--- config.mk ---
export PLATFORM = sky130hd
export DESIGN_NAME = alu_exec_unit
export DESIGN_NICKNAME = d
export VERILOG_FILES = /design/src/rtl/alu_exec_unit.sv
export SDC_FILE = /design/constraint.sdc
export NUM_CORES = 1
export LEC_CHECK = 0
export ABC_AREA = 1
export BUFFER_PORTS_ARGS = -buffer_cell sky130_fd_sc_hd__buf_4
export CORE_ASPECT_RATIO = 1.4
export CORE_MARGIN = 1
export CORE_UTILIZATION = 45
export CTS_CLUSTER_SIZE = 12
export DETAILED_ROUTE_END_ITERATION = 8
export GPL_TIMING_DRIVEN = 0
export HOLD_SLACK_MARGIN = 0.06
export SKIP_LAST_GASP = 1
export SLEW_MARGIN = 20
export SYNTH_ARGS = -nofsm -noshare
export SYNTH_HDL_FRONTEND = slang
export SYNTH_SLANG_ARGS = --single-unit
--- constraint.sdc ---
create_clock -name CLK -period 8.5 [get_ports CLK]
set_clock_uncertainty 0.15 [all_clocks]
set_input_delay 2.125 -clock CLK [delete_from_list [all_inputs] [get_ports CLK]]
set_output_delay 2.125 -clock CLK [all_outputs]
set_load 0.01 [all_outputs]
--- src/rtl/alu_exec_unit.sv ---
// Execute-stage ALU: single-cycle arithmetic/logic/compare, iterative 1-bit/cycle shifts,
// valid/ready handshakes on both sides and a synchronous flush.
module alu_exec_unit #(
   parameter int unsigned XLEN    = 32,
   parameter int unsigned SHAMT_W = $clog2(XLEN)
) (
   input  logic            CLK,
   input  logic            RST,
   input  logic            flush,
   input  logic            in_valid,
   output logic            in_ready,
   input  logic [3:0]      opcode,
   input  logic [XLEN-1:0] operand_a,
   input  logic [XLEN-1:0] operand_b,
   output logic            out_valid,
   input  logic            out_ready,
   output logic [XLEN-1:0] result,
   output logic            zero,
   output logic            illegal,
   output logic            busy
);

   localparam logic [3:0] OP_ADD  = 4'h0;
   localparam logic [3:0] OP_SUB  = 4'h1;
   localparam logic [3:0] OP_SLL  = 4'h2;
   localparam logic [3:0] OP_SLT  = 4'h3;
   localparam logic [3:0] OP_SLTU = 4'h4;
   localparam logic [3:0] OP_OR   = 4'h5;
   localparam logic [3:0] OP_XOR  = 4'h6;
   localparam logic [3:0] OP_AND  = 4'h7;
   localparam logic [3:0] OP_SRL  = 4'h8;
   localparam logic [3:0] OP_SRA  = 4'h9;

   typedef enum logic [1:0] {S_IDLE, S_SHIFT, S_DONE} state_t;

   state_t               r_state;
   state_t               w_state_nxt;
   logic [XLEN-1:0]      r_result;
   logic                 r_zero;
   logic                 r_illegal;
   logic [SHAMT_W-1:0]   r_count;
   logic [3:0]           r_op;

   logic                 w_accept;
   logic                 w_is_shift;
   logic [SHAMT_W-1:0]   w_shamt;
   logic [XLEN-1:0]      w_alu;
   logic                 w_alu_illegal;
   logic [XLEN-1:0]      w_shift_nxt;

   assign in_ready   = (r_state == S_IDLE) && !flush && !RST;
   assign w_accept   = in_valid && in_ready;
   assign w_shamt    = operand_b[SHAMT_W-1:0];
   assign w_is_shift = (opcode == OP_SLL) || (opcode == OP_SRL) || (opcode == OP_SRA);

   assign out_valid  = (r_state == S_DONE);
   assign busy       = (r_state != S_IDLE);
   assign result     = r_result;
   assign zero       = r_zero;
   assign illegal    = r_illegal;

   // Single-cycle result; shift opcodes land here only with a zero shift amount
   always_comb begin
      w_alu         = '0;
      w_alu_illegal = 1'b0;
      case (opcode)
         OP_ADD:  w_alu = operand_a + operand_b;
         OP_SUB:  w_alu = operand_a - operand_b;
         OP_SLT:  w_alu = XLEN'($signed(operand_a) < $signed(operand_b));
         OP_SLTU: w_alu = XLEN'(operand_a < operand_b);
         OP_OR:   w_alu = operand_a | operand_b;
         OP_XOR:  w_alu = operand_a ^ operand_b;
         OP_AND:  w_alu = operand_a & operand_b;
         OP_SLL, OP_SRL, OP_SRA: w_alu = operand_a;
         default: w_alu_illegal = 1'b1;
      endcase
   end

   // One-bit shift step; SRA replicates the working MSB, which still holds the original sign
   always_comb begin
      w_shift_nxt = r_result;
      case (r_op)
         OP_SLL:  w_shift_nxt = {r_result[XLEN-2:0], 1'b0};
         OP_SRL:  w_shift_nxt = {1'b0, r_result[XLEN-1:1]};
         default: w_shift_nxt = {r_result[XLEN-1], r_result[XLEN-1:1]};
      endcase
   end

   always_comb begin
      w_state_nxt = r_state;
      case (r_state)
         S_IDLE: begin
            if (w_accept) begin
               if (w_is_shift && (w_shamt != '0)) w_state_nxt = S_SHIFT;
               else                               w_state_nxt = S_DONE;
            end
         end
         S_SHIFT: if (r_count == SHAMT_W'(1)) w_state_nxt = S_DONE;
         S_DONE:  if (out_ready) w_state_nxt = S_IDLE;
         default: w_state_nxt = S_IDLE;
      endcase
      if (flush) w_state_nxt = S_IDLE;
   end

   always_ff @(posedge CLK) begin
      if (RST) r_state <= S_IDLE;
      else     r_state <= w_state_nxt;
   end

   // Result register doubles as the shift working register
   always_ff @(posedge CLK) begin
      if (RST) begin
         r_result  <= '0;
         r_zero    <= 1'b0;
         r_illegal <= 1'b0;
         r_count   <= '0;
         r_op      <= '0;
      end else if (!flush) begin
         if (w_accept) begin
            r_op <= opcode;
            if (w_is_shift && (w_shamt != '0)) begin
               r_result  <= operand_a;
               r_count   <= w_shamt;
               r_illegal <= 1'b0;
            end else begin
               r_result  <= w_alu;
               r_zero    <= (w_alu == '0);
               r_illegal <= w_alu_illegal;
            end
         end else if (r_state == S_SHIFT) begin
            r_result <= w_shift_nxt;
            r_count  <= r_count - SHAMT_W'(1);
            if (r_count == SHAMT_W'(1)) r_zero <= (w_shift_nxt == '0);
         end
      end
   end

endmodule

==> results.yml <==
status:
  status: "completed"
final_layout:
  syn_to_final_growth_pct: 13.8
  multi_input_area_sq_um: 6990
  postLayoutCoreUtil_pct: 52.2
  fillers: 2347
  fin_nets: 2081
  layout.cells.non_filler: 2158
  regArea_sq_um: 901
  diodes: 0
  drive_above_1_share_pct: 9.94
clock_tree:
  clkTransAtPathRegs_ns: 0.06
  cts_tree: "built"
  clk_path_buf_depth: 2
  cts_htree_levels: 2
  root_buffer: "clkbuf_16"
  clock_sinks: 45
  cts_buffers: 5
  cts_setup_buffers: 0
  hold_buffers: 0
  cts_resized: 0
  clock_latency_ns: 0.30
synthesis:
  synth_edf_count: 0
  synth.distinct_cells: 47
  ys_seq_area_share_pct: 9.55
  avgSynthCellArea_sq_um: 5.28
  synth-main-ff-cell: "dfxtp_1"
  synthArstFlopShare_pct: 0
  synth.net_count: 1966
  ys_ff_latch: 45
  yosysTopAreaCell: "nand2_1"
  synth_area_leaders: "nand2_1 22%, ha_1 14%, inv_1 12%, dfxtp_1 9.6%, nand3_1 8.8%"
  synth_warnings: 0
  syn_area_sq_um: 9430
  syn_inst: 1786
  synth_top_area_share_pct: 22.1
power_and_ir_drop:
  ir_drop_uv: 130
  power_leakage_nw: 5.93
  power.density_nw_per_um2: 93.7
critical_path:
  r2r_setup_slack_ns: 5.97
  cp_data_required_time_ns: 6.23
  rr_worst_depth: 10
  cp.arrival_ns: 2.65
  rr_startpoint: "r_op[0]"
  criticalPathCategory: "primary input to output pin"
  worstSetupEndpoint: "in_ready"
  cp_num_buf_inv: 2
  critPathSlowestCell: "nor3_2"
  critPathTopFamily: "buffers and inverters"
  r2r-end: "zero"
  critical_path.max_stage_delay_ns: 0.21
  startpoint: "RST"
  critPathMaxFanout: 6
  startpoint_type: "primary input"
  worstSetupEndpointType: "output pin"
  worst-path-stages: 3
  crit_chain: "clkbuf_1 -> nor3_2 -> buf_4"
job:
  maxCapViolCount: 0
route:
  wl_per_cell_microns: 18.4
  vias_per_cell: 5.47
  antenna_left: 0
  vias: 11814
  wirelength_mm: 39.6
  dr.pass1.iters: 6
  initialDrtViolationCount: 986
  drc: 0
floorplanning:
  start_util_pct: 45.9
  ios: 110
  core_sq_um: 20600
  die_h_microns: 173
  die_w_microns: 124
  rows: 62
  dieArea_sq_um: 21600
min_path:
  hp-start: "illegal"
  min_path_type: "flip-flop to flip-flop"
timing:
  setup_viol: 0
  final_hold_viol_count: 0
  fmax_ghz: 0.203
  rsz0062_at_grt: "no"
  period_share_pct: 58.0
  setup_tns_ns: 0
  timing.hold.ws_ns: 0.332
  post-route-min-period_ns: 4.93
  relSlewSlack_pct: 18.8
  worst-slew-pin-transition_ns: 1.21
  slew_violations: 0
placed_design:
  portBuffers: 108
  gp_congestion: 1.03
  dp_cells: 2150
  dp_hpwl_mm: 33.2
global_route:
  grt_pass1_vias: 11364
  grt_first_pass_wirelength_mm: 60.9
  antenna_found_initial: 0
  overflow: 0
  grt.total_usage_pct: 36.4
  grt_max_degree: 15
through the flow:
stage	setup slack, ns	area [sq um]	total power, W
floorplan	3.72	9430	0.000577
global placement	3.51	10600	0.000761
detailed placement	3.47	10600	0.000764
CTS	3.56	10700	0.000994
global route	3.54	10700	0.00107
finish	3.57	10700	0.00101
metal layers:
layer | GRT usage, % | vias up | part of all wire (%)
met1 | 40.1 | 5382 | 38
li1 | - | 5854 | -
met5 | 0 | - | 0
met2 | 66.2 | 450 | 49
met3 | 3.36 | 128 | 5.5
met4 | 23.7 | 0 | 7.0
kinds of logic (layout without fill, tap and decap cells):
family | count (synthesis) | in the layout | share of synthesized area (%)
adders and majority gates | 107 | 107 | 14.4
and+or+nand+nor | 985 | 985 | 43.2
AOI/OAI and AO/OA | 249 | 249 | 14.9
muxes | 12 | 12 | 1.27
DFF | 45 | 45 | 9.55
xor gates and xnor gates | 4 | 4 | 0.372
buffers and inverters | 384 | 500 | 16.3
how the worst min path moves through the flow:
stage                          to  cells past startpoint
after detailed placement  illegal                      1
after floorplan           r_op[3]                      2
after global placement    illegal                      1
after CTS                 illegal                      1
after global routing      illegal                      1
final                     illegal                      1
synthesized netlist by cell type (all sizes together), types with 3 or more instances:
| cell | number |
|---|---|
| a31oi | 5 |
| nor4 | 3 |
| ha | 105 |
| inv | 317 |
| o21bai | 7 |
| nand3b | 3 |
| nand3 | 167 |
| o21ai | 77 |
| nor3 | 19 |
| and2 | 4 |
| o22ai | 34 |
| a221oi | 16 |
| buf | 44 |
| nand2 | 558 |
| a21oi | 101 |
| mux2i | 12 |
| or2 | 7 |
| nor2 | 204 |
| dfxtp | 45 |
| clkbuf | 22 |
| nand4 | 19 |
flip-flops by register name (all words and copies together) (netlist names):
name,flops
illegal,1
r_count,5
r_state,2
r_op,4
result,32
zero,1
placed cells by master, fill, tap and decap left out, types with 7 or more instances in the layout:
| cell type | n |
|---|---|
| nand2_1 | 556 |
| inv_1 | 306 |
| nor2_1 | 195 |
| nand3_1 | 165 |
| buf_4 | 114 |
| ha_1 | 105 |
| a21oi_1 | 100 |
| o21ai_0 | 74 |
| dfxtp_1 | 45 |
| o22ai_1 | 34 |
| buf_2 | 30 |
| clkbuf_1 | 23 |
| nand4_1 | 19 |
| nor3_1 | 18 |
| a221oi_1 | 15 |
| mux2i_1 | 12 |
| inv_2 | 11 |
| nor2_2 | 8 |
| o21bai_1 | 7 |
cell type report:
class                   instances  share of cell area [%]
well taps                     256                    2.99
multi-input cells            1357                    65.1
clock inverters                 2                   0.361
inverters                     318                    11.1
clock buffers                   6                    1.20
repair buffers                108                    7.56
plain buffers                  66                    3.22
flip-flops and latches         45                    8.40
where the power goes:
part           switching (W)  internal, W
registers         0.00000422     0.000216
clock network      0.0000924     0.000140
logic               0.000381     0.000172
(Power assumes the default switching activity.)
